<file path="config.mk">
export PLATFORM = sky130hd
export DESIGN_NAME = fxp_alu_sequencer
export DESIGN_NICKNAME = d
export VERILOG_FILES = /design/src/rtl/fxp_alu_sequencer.sv
export SDC_FILE = /design/constraint.sdc
export NUM_CORES = 1
export LEC_CHECK = 0
export BUFFER_PORTS_ARGS = -buffer_cell sky130_fd_sc_hd__buf_2
export CORE_AREA = 5 5 113 115
export DETAILED_ROUTE_END_ITERATION = 8
export DIE_AREA = 0 0 118 120
export GPL_TIMING_DRIVEN = 0
export PLACE_DENSITY = 0.7
export SYNTH_ARGS = -nofsm -noshare
export SYNTH_HDL_FRONTEND = slang
export SYNTH_SLANG_ARGS = --single-unit
</file>
<file path="constraint.sdc">
create_clock -name i_clk -period 4 [get_ports i_clk]
set_input_delay 0.8 -clock i_clk [delete_from_list [all_inputs] [get_ports i_clk]]
set_output_delay 0.8 -clock i_clk [all_outputs]
set_load 0.05 [all_outputs]
</file>
<file path="src/rtl/fxp_alu_sequencer.sv">
// fxp_alu_sequencer: command sequencer that feeds a fixed-point ALU and returns one result per command.
//   Q, N            : fractional bits and word width (sign-magnitude, bit N-1 is the sign)
//   i_clk, i_rst    : clock and synchronous active-high reset
//   i_cmd_*         : command handshake (valid/ready) with operands a, b and op (00 add, 01 sub, 10 mul, 11 div)
//   o_alu_*         : registered operands/op to the ALU and the divider start pulse
//   i_alu_out       : ALU result; i_alu_done is high while the divider is idle or complete
//   o_res_*         : result handshake (valid/ready), result word and error flags
// Optional feature: define FXP_SEQ_TIMEOUT_EN to add a divider timeout driving o_err_tmo.
module fxp_alu_sequencer #(
    parameter int Q = 12,
    parameter int N = 32
) (
    input  logic         i_clk,
    input  logic         i_rst,
    input  logic         i_cmd_valid,
    output logic         o_cmd_ready,
    input  logic [N-1:0] i_cmd_a,
    input  logic [N-1:0] i_cmd_b,
    input  logic [1:0]   i_cmd_op,
    output logic [N-1:0] o_alu_a,
    output logic [N-1:0] o_alu_b,
    output logic [1:0]   o_alu_op,
    output logic         o_alu_start,
    input  logic [N-1:0] i_alu_out,
    input  logic         i_alu_done,
    output logic         o_res_valid,
    input  logic         i_res_ready,
    output logic [N-1:0] o_res,
    output logic         o_err_divz,
    output logic         o_err_tmo
);
    localparam logic [2:0] S_IDLE      = 3'd0;
    localparam logic [2:0] S_EXEC      = 3'd1;
    localparam logic [2:0] S_DIV_START = 3'd2;
    localparam logic [2:0] S_DIV_WAIT  = 3'd3;
    localparam logic [2:0] S_RESP      = 3'd4;
    logic [2:0] r_state;
    logic       w_acc;
    logic       w_bz;
    // Gating on i_alu_done keeps a divide orphaned by reset from overlapping the next command.
    assign o_cmd_ready = (r_state == S_IDLE) && i_alu_done;
    assign o_alu_start = r_state == S_DIV_START;
    assign o_res_valid = r_state == S_RESP;
    assign w_acc       = i_cmd_valid && o_cmd_ready;
    assign w_bz        = i_cmd_b[N-2:0] == '0;
`ifdef FXP_SEQ_TIMEOUT_EN
    localparam int             TW       = $clog2(N + Q + 4);
    localparam logic [TW-1:0]  TMO_LAST = TW'(N + Q + 3);
    logic [TW-1:0] r_tmo_cnt;
    logic          r_err_tmo;
    assign o_err_tmo = r_err_tmo;
`else
    assign o_err_tmo = 1'b0;
`endif
    always_ff @(posedge i_clk) begin
        if (i_rst) begin
            r_state    <= S_IDLE;
            o_res      <= '0;
            o_alu_a    <= '0;
            o_alu_b    <= '0;
            o_alu_op   <= '0;
            o_err_divz <= 1'b0;
`ifdef FXP_SEQ_TIMEOUT_EN
            r_err_tmo  <= 1'b0;
            r_tmo_cnt  <= '0;
`endif
        end else begin
            case (r_state)
                S_IDLE: if (w_acc) begin
                    o_alu_a    <= i_cmd_a;
                    o_alu_b    <= i_cmd_b;
                    o_alu_op   <= i_cmd_op;
                    o_err_divz <= 1'b0;
`ifdef FXP_SEQ_TIMEOUT_EN
                    r_err_tmo  <= 1'b0;
`endif
                    if (i_cmd_op != 2'b11) r_state <= S_EXEC;
                    else if (!w_bz) r_state <= S_DIV_START;
                    else begin
                        // Divide by zero saturates to the largest magnitude; the divider is never started.
                        r_state    <= S_RESP;
                        o_res      <= {i_cmd_a[N-1] ^ i_cmd_b[N-1], {(N-1){1'b1}}};
                        o_err_divz <= 1'b1;
                    end
                end
                S_EXEC: begin
                    o_res   <= i_alu_out;
                    r_state <= S_RESP;
                end
                S_DIV_START: begin
                    r_state <= S_DIV_WAIT;
`ifdef FXP_SEQ_TIMEOUT_EN
                    r_tmo_cnt <= '0;
`endif
                end
                S_DIV_WAIT: if (i_alu_done) begin
                    o_res   <= i_alu_out;
                    r_state <= S_RESP;
                end
`ifdef FXP_SEQ_TIMEOUT_EN
                else if (r_tmo_cnt == TMO_LAST) begin
                    o_res     <= '0;
                    r_err_tmo <= 1'b1;
                    r_state   <= S_RESP;
                end else r_tmo_cnt <= r_tmo_cnt + 1'b1;
`endif
                S_RESP: if (i_res_ready) r_state <= S_IDLE;
                default: r_state <= S_IDLE;
            endcase
        end
    end
endmodule
</file>
* Word level (Yosys, flattened, before mapping) *
Cells that the tools add are included.

word-level totals
  register bits after elaboration = 102
  input port bits = 103
  output and inout port bits = 103
  logic and storage cells = 38

cells by class
  equality and inequality tests = 10
  multiplexer cells = 13
  bitwise logic cells = 1
  reductions and logical operators = 8

operators with widths
  operator              number
  $mux W32              4
  $pmux W32 S3          1
  $logic_not A31 Y1     1
  $mux W3               5
  $pmux W3 S5           1
  $ne A2 B2 Y1 const B  5
  $eq A3 B2 Y1 const B  2
  $reduce_and A5 Y1     1
  $eq A3 B1 Y1 const B  1
  $eq A3 B3 Y1 const B  1
  $logic_not A3 Y1      1
  $reduce_and A3 Y1     1
  $reduce_bool A3 Y1    1
  $logic_and A1 B1 Y1   2
  $mux W1               2
  $ne A2 B1 Y1 const B  1
  $reduce_and A2 Y1     1
  $xor A1 B1 Y1         1

* Depth between registers and ports, before layout *
Gate-level depths: netlist (run 1).

  word-level depth = 5
  gate-level depth with buffers = 7
  depth with buffers taken out = 4

* Worst setup path after synthesis (run 1) *
No wires, ideal clock.

  path kind = register to output
  start = reg r_state[2]
  end = out o_res_valid
  arrival time = 1.968 ns
  required time = 3.200 ns
  path slack = 1.232 ns
  stages on the path, launching flop included = 5
  path buffers = 2
  cell sequence = dfxtp_1 -> inv_1 -> clkbuf_1 -> clkbuf_1 -> nor3_1

between the ends
  word-level cells in the longest chain between the ends = 1

ends and longest elaborated chain
  item                    RTL line  RTL
  from (decl)             37        logic [2:0] r_state;
  from (signal assigned)  57        r_state <= S_IDLE;
  from (signal assigned)  77        if (i_cmd_op != 2'b11) r_state <= S_EXEC;
  from (signal assigned)  78        else if (!w_bz) r_state <= S_DIV_START;
  $eq A3 B3 Y1            43        assign o_res_valid = r_state == S_RESP;
  to (decl)               26        output logic o_res_valid,

Every way passes these cells.

* Worst setup path after layout (run 1) *
Ends and elaborated chain as after synthesis.

==> results of run 1 <==
through the flow:
stage          hold WS (ns)  instance area (um^2)  power [mW]  cells
2_1_floorplan         0.643                  4330        1.50    515
5_1_grt               0.471                  5790        2.55    878
3_3_place_gp          0.440                  5530        1.65    865
6_report              0.450                  5790        2.44    878
3_5_place_dp          0.443                  5530        1.66    865
4_1_cts               0.452                  5790        2.47    878
layout make-up:
class | instances | area, um^2 | share of cell area (%)
plain buffers | 41 | 213 | 3.67
clock buffers | 11 | 253 | 4.36
clock inverters | 2 | 10.0 | 0.173
inverters | 33 | 124 | 2.14
multi-input cells | 339 | 1950 | 33.7
flip-flops and latches | 102 | 2040 | 35.2
well taps | 147 | 184 | 3.17
repair buffers | 203 | 1020 | 17.5
sequential cells by signal, summed over array words and instances, names as in the netlist:
| signal | count |
|---|---|
| o_alu_b | 32 |
| o_res | 32 |
| o_alu_a | 32 |
| o_err_divz | 1 |
| o_alu_op | 2 |
| r_state | 3 |
cells by family after synthesis:
| logic type | count (synthesis) | share of synthesized area (%) |
|---|---|---|
| other | 1 | 0.0866 |
| and+or+nand+nor | 195 | 18.6 |
| AOI/OAI and AO/OA | 142 | 26.2 |
| buffers and inverters | 74 | 7.77 |
| xor gates and xnor gates | 1 | 0.202 |
| DFF | 102 | 47.1 |
final timing paths:
kind	startpoint	to	slack (ns)	depth (start not counted)
max	r_state[2]	o_res_valid	1.16	5
max reg2reg	r_state[2]	o_res[31]	2.16	5
min reg2reg	o_alu_b[17]	o_alu_b[17]	0.45	2
min	o_alu_b[17]	o_alu_b[17]	0.45	2
cells in the mapped netlist:
cell,number
and3_1,3
a41oi_1,1
o31ai_1,1
xnor2_1,1
a2111oi_4,6
clkbuf_1,14
buf_4,5
nand4_1,2
nor2b_1,1
or3_1,1
and4_4,2
a2111oi_1,1
buf_1,5
conb_1,1
a2111oi_0,2
nor3_1,2
nand2_1,138
o2bb2ai_2,1
and2_1,2
o21ai_0,1
buf_2,14
a2111oi_2,23
nor4_1,7
nor3b_1,1
nand2b_1,1
a21oi_1,101
nor3_2,1
dfxtp_1,102
a21oi_4,1
o2111a_1,2
nor2_1,32
a221o_1,1
buf_6,3
inv_1,33
a21o_1,1
nand3_1,2
routing by layer:
metal  up-vias  GRT usage, %  wire length, um
met2       138          30.6             6360
met3        16          5.00              898
li1       2167             -                -
met5         -             0                0
met1      1966          21.6             5590
met4         0          7.60              285
critical path, stage by stage, from the launching register on:
cell	delay [ns]
dfxtp_1	0.41
inv_1	0.09
clkbuf_1	0.24
clkbuf_1	0.31
nor3_1	0.31
buf_2	0.33
power by group:
part / switching, mW / leakage (nW) / internal [mW]
registers: 0.0251 / 0.829 / 1.06
logic: 0.387 / 1.52 / 0.156
clock network: 0.365 / 0.133 / 0.443
==> reports/qor.yml, run 1 <==
die:
  core_area_um2: 11700
  fp.dieH_um: 120
  die_x_um: 118
  rows: 40
  dieArea_um2: 14200
  ios: 206
  initial_core_util_pct: 37.0
placed_design:
  dpl_worst_slack_ns: 1.50
  io_buffers: 203
  gp_congestion: 0.777
  dpl.hpwl_um: 10000
global_route:
  grt_first_pass_wirelength_um: 20700
  overflow: 0
  track_usage_pct: 18.1
  grt_max_degree: 15
  first_global_vias: 4111
  antenna_found_initial: 0
routing:
  ant_nets: 0
  vias: 4287
  drt-pass1-iter-count: 4
  wl_per_cell_um: 15.0
  post-route-drc-count: 0
  drt_wl_total_um: 13100
  viasPerCell: 4.88
  drt_iter0_markers: 226
cells_and_area:
  fin_nets: 832
  n_fill_cell: 1203
  antenna_cells: 0
  drive_gt1_share_pct: 37.2
  layout_common_cells: "buf_2, nand2_1, dfxtp_1"
  utilization_pct: 49.5
  area_growth_pct: 33.8
  final_common_cell: "buf_2"
logic_synthesis:
  synth_top_area_share_pct: 47.1
  yosys_warnings: 0
  avgSynthCellArea_um2: 8.41
  netlist_area_um2: 4330
  ys_seq_area_share_pct: 47.1
  ys_ff_latch: 102
  postSynthCellCount: 515
  synth_area_leaders: "dfxtp_1, nand2_1, a21oi_1"
  yosysUniqueCellTypes: 36
  syn_nets: 618
  synth_largest_area_cell: "dfxtp_1"
worst_setup_path:
  end_kind: "primary output"
  crit_arrival_ns: 2.04
  cp-start-kind: "register"
  cp_max_fo: 10
  worstSetupPathType: "register to primary output"
  crit_required_ns: 3.20
sta:
  worstMarginPinSlew_ns: 0.840
  setup_viol: 0
  grt_setup_unrepaired: "false"
  layout_setup_ws_ns: 1.16
  period_share_pct: 71.0
  drv_slew: 0
  max_freq_ghz: 0.352
  tns_ns: 0
  skew_ns: 0.00313
  hold_viol_final: 0
  post-route-min-period_ns: 2.84
  relSlewSlack_pct: 44.0
min_path:
  hp-class: "register to register"
clock_tree:
  cts_setup_buffers: 0
  cts_hold_buf: 0
  clk_latency_ns: 0.34
  h-tree-depth: 3
  clockBufferDepth: 2
  path_clk_slew_ns: 0.06
  cts_resized: 0
  cts_root_buf: "clkbuf_16"
  tritoncts: "yes"
  clock-sinks: 102
  cts_made_buffers: 9
outcome:
  status: "completed"
power:
  pwr_density_cell_nw_per_um2: 421
  vdd_drop_max_mv: 0.259
  power_leakage_nw: 2.48
run:
  maxCapViolations: 0
(Power assumes the default switching activity.)
==> run 2, diff against run 1 <==
clock period = 2.65 ns   (was 4 ns; I/O delays follow)
==> run 2 against run 1 <==
Compared with the run above: wire length down 0.18%; sequential power increased by 50%; clock power increased by 51%; non-clock buffer count down 1; hold slack worse by 0.033 ns; combinational power grew 51%; clock-buffer cell count did not move; first-iteration DRC count up 0.88%; design area about the same; utilization barely moved; global-route usage stayed put; die area unchanged; largest cell class unchanged.
==> reports/qor.yml, run 2 (synthesized netlist as in run 1, its figures left out) <==
routing:
  post-route-drc-count: 0  # unchanged
  ant_nets: 0  # unchanged
  wl_per_cell_um: 14.9  # was 15.0 um
  viasPerCell: 4.87  # was 4.88
  vias: 4268  # was 4287
  drt_iter0_markers: 228  # was 226
  drt_wl_total_um: 13100  # about the same
  drt-pass1-iter-count: 4  # unchanged
global_route:
  grt_first_pass_wirelength_um: 20700  # unchanged
  first_global_vias: 4111  # unchanged
  track_usage_pct: 18.1  # unchanged
  antenna_found_initial: 0  # unchanged
  overflow: 0  # unchanged
  grt_max_degree: 15  # unchanged
sta:
  grt_setup_unrepaired: "false"  # unchanged
  hold_viol_final: 0  # unchanged
  relSlewSlack_pct: 43.6  # was 44.0%
  max_freq_ghz: 0.410
  period_share_pct: 92.0
  skew_ns: 0.00347  # was 0.00313 ns
  setup_viol: 0  # unchanged
  hold_ws_ns: 0.417  # was 0.450 ns
  tns_ns: 0  # unchanged
  drv_slew: 0  # unchanged
  worstMarginPinSlew_ns: 0.846  # was 0.840 ns
  post-route-min-period_ns: 2.44
  layout_setup_ws_ns: 0.213  # was 1.16 ns
worst_setup_path:
  r2r_setup_slack_ns: 0.56  # was 2.16 ns
  cp_max_fo: 19  # was 10
  critPathMaxStageDelay_ns: 0.40  # was 0.41 ns
  crit_path_top_delay_cell: "dfxtp_1"  # unchanged
  cp_top_family: "buffers and inverters"  # unchanged
  worstSetupPathType: "register to primary output"  # unchanged
  cp-start-kind: "register"  # unchanged
  cp_num_buf_inv: 3  # was 4
  crit_arrival_ns: 1.91  # was 2.04 ns
  crit_required_ns: 2.12  # was 3.20 ns
  path_cells: "inv_1 -> clkbuf_1 -> nor3_1 -> buf_2"  # was inv_1 -> clkbuf_1 -> clkbuf_1 -> nor3_1 -> buf_2
  end_kind: "primary output"  # unchanged
die:
  die_x_um: 118  # unchanged
  core_area_um2: 11700  # unchanged
  initial_core_util_pct: 37.0  # unchanged
  ios: 206  # unchanged
  dieArea_um2: 14200  # unchanged
  rows: 40  # unchanged
  fp.dieH_um: 120  # unchanged
power:
  power_mw: 3.68  # was 2.44 mW
  pwr_density_cell_nw_per_um2: 636  # was 421 nW/um^2
  power_leakage_nw: 2.48  # about the same
  vdd_drop_max_mv: 0.391  # was 0.259 mV
clock_tree:
  clk_latency_ns: 0.34  # about the same
  h-tree-depth: 3  # unchanged
  clock-sinks: 102  # unchanged
  path_clk_slew_ns: 0.06  # about the same
  cts_root_buf: "clkbuf_16"  # unchanged
  cts_made_buffers: 9  # unchanged
  tritoncts: "yes"  # unchanged
  clockBufferDepth: 2  # unchanged
  cts_hold_buf: 0  # unchanged
placed_design:
  dpl.hpwl_um: 10000  # unchanged
  dpl_cell_area_um2: 5530  # unchanged
  placedCellCount: 865  # unchanged
  gp_congestion: 0.777  # unchanged
  dpl_worst_slack_ns: 0.416  # was 1.50 ns
  io_buffers: 203  # unchanged
cells_and_area:
  utilization_pct: 49.4  # was 49.5%
  postLayoutCellArea_um2: 5790  # about the same
  drive_gt1_share_pct: 37.3  # was 37.2%
  antenna_cells: 0  # unchanged
  final_common_cell: "buf_2"  # unchanged
  layout_common_cells: "buf_2, nand2_1, dfxtp_1"  # unchanged
  instances_no_fill: 877  # was 878
  fin_nets: 831  # was 832
  largest_registers: "o_alu_a (32), o_alu_b (32), o_res (32)"  # unchanged
  area_growth_pct: 33.7  # was 33.8%
outcome:
  status: "completed"  # unchanged
run:
  maxCapViolations: 0  # unchanged
min_path:
  hp-class: "input port to register"  # was register to register
-- run 2: cell count changes in the layout (fill, tap and decap cells not counted), sizes merged --
cell,previous run,this run
clkbuf,25,24
-- run 2: tightest hold or removal path, delay by kind of cell --
family	cells	cell delay, ns
AOI/OAI and AO/OA	1	0.05
buffers and inverters	1	0.09
and+or+nand+nor	1	0.04
-- run 2: final timing paths --
kind | endpoint | startpoint | cells past startpoint
max reg2reg | o_res[8] | r_state[2] | 5
min reg2reg | o_alu_b[17] | o_alu_b[17] | 2
min | o_alu_a[29] | i_cmd_a[29] | 3
max | o_res_valid | r_state[2] | 4
-- run 2: routing by layer --
layer,global-route usage [%],wire length [um],up-vias
met3,5.00,917,18
met1,21.6,5510,1946
met2,30.6,6380,141
li1,-,-,2163
met5,0,0,-
met4,7.60,290,0
-- run 2: timing repair --
item,4_1_cts,5_1_grt
buffers inserted,0,0
endpoints found under the setup margin,0,1
resized for setup,0,0
-- run 2: area by class of cell --
type                    count  area (um^2)
inverters                  33          124
flip-flops and latches    102         2040
well taps                 147          184
fillers                  1205         5920
clock buffers              11          253
repair buffers            203         1020
multi-input cells         339         1950
plain buffers              40          209
clock inverters             2         10.0
-- run 2: power breakdown --
part           internal (mW)  switching (mW)
Sequential              1.61          0.0377
Combinational          0.236           0.584
Clock                  0.669           0.548
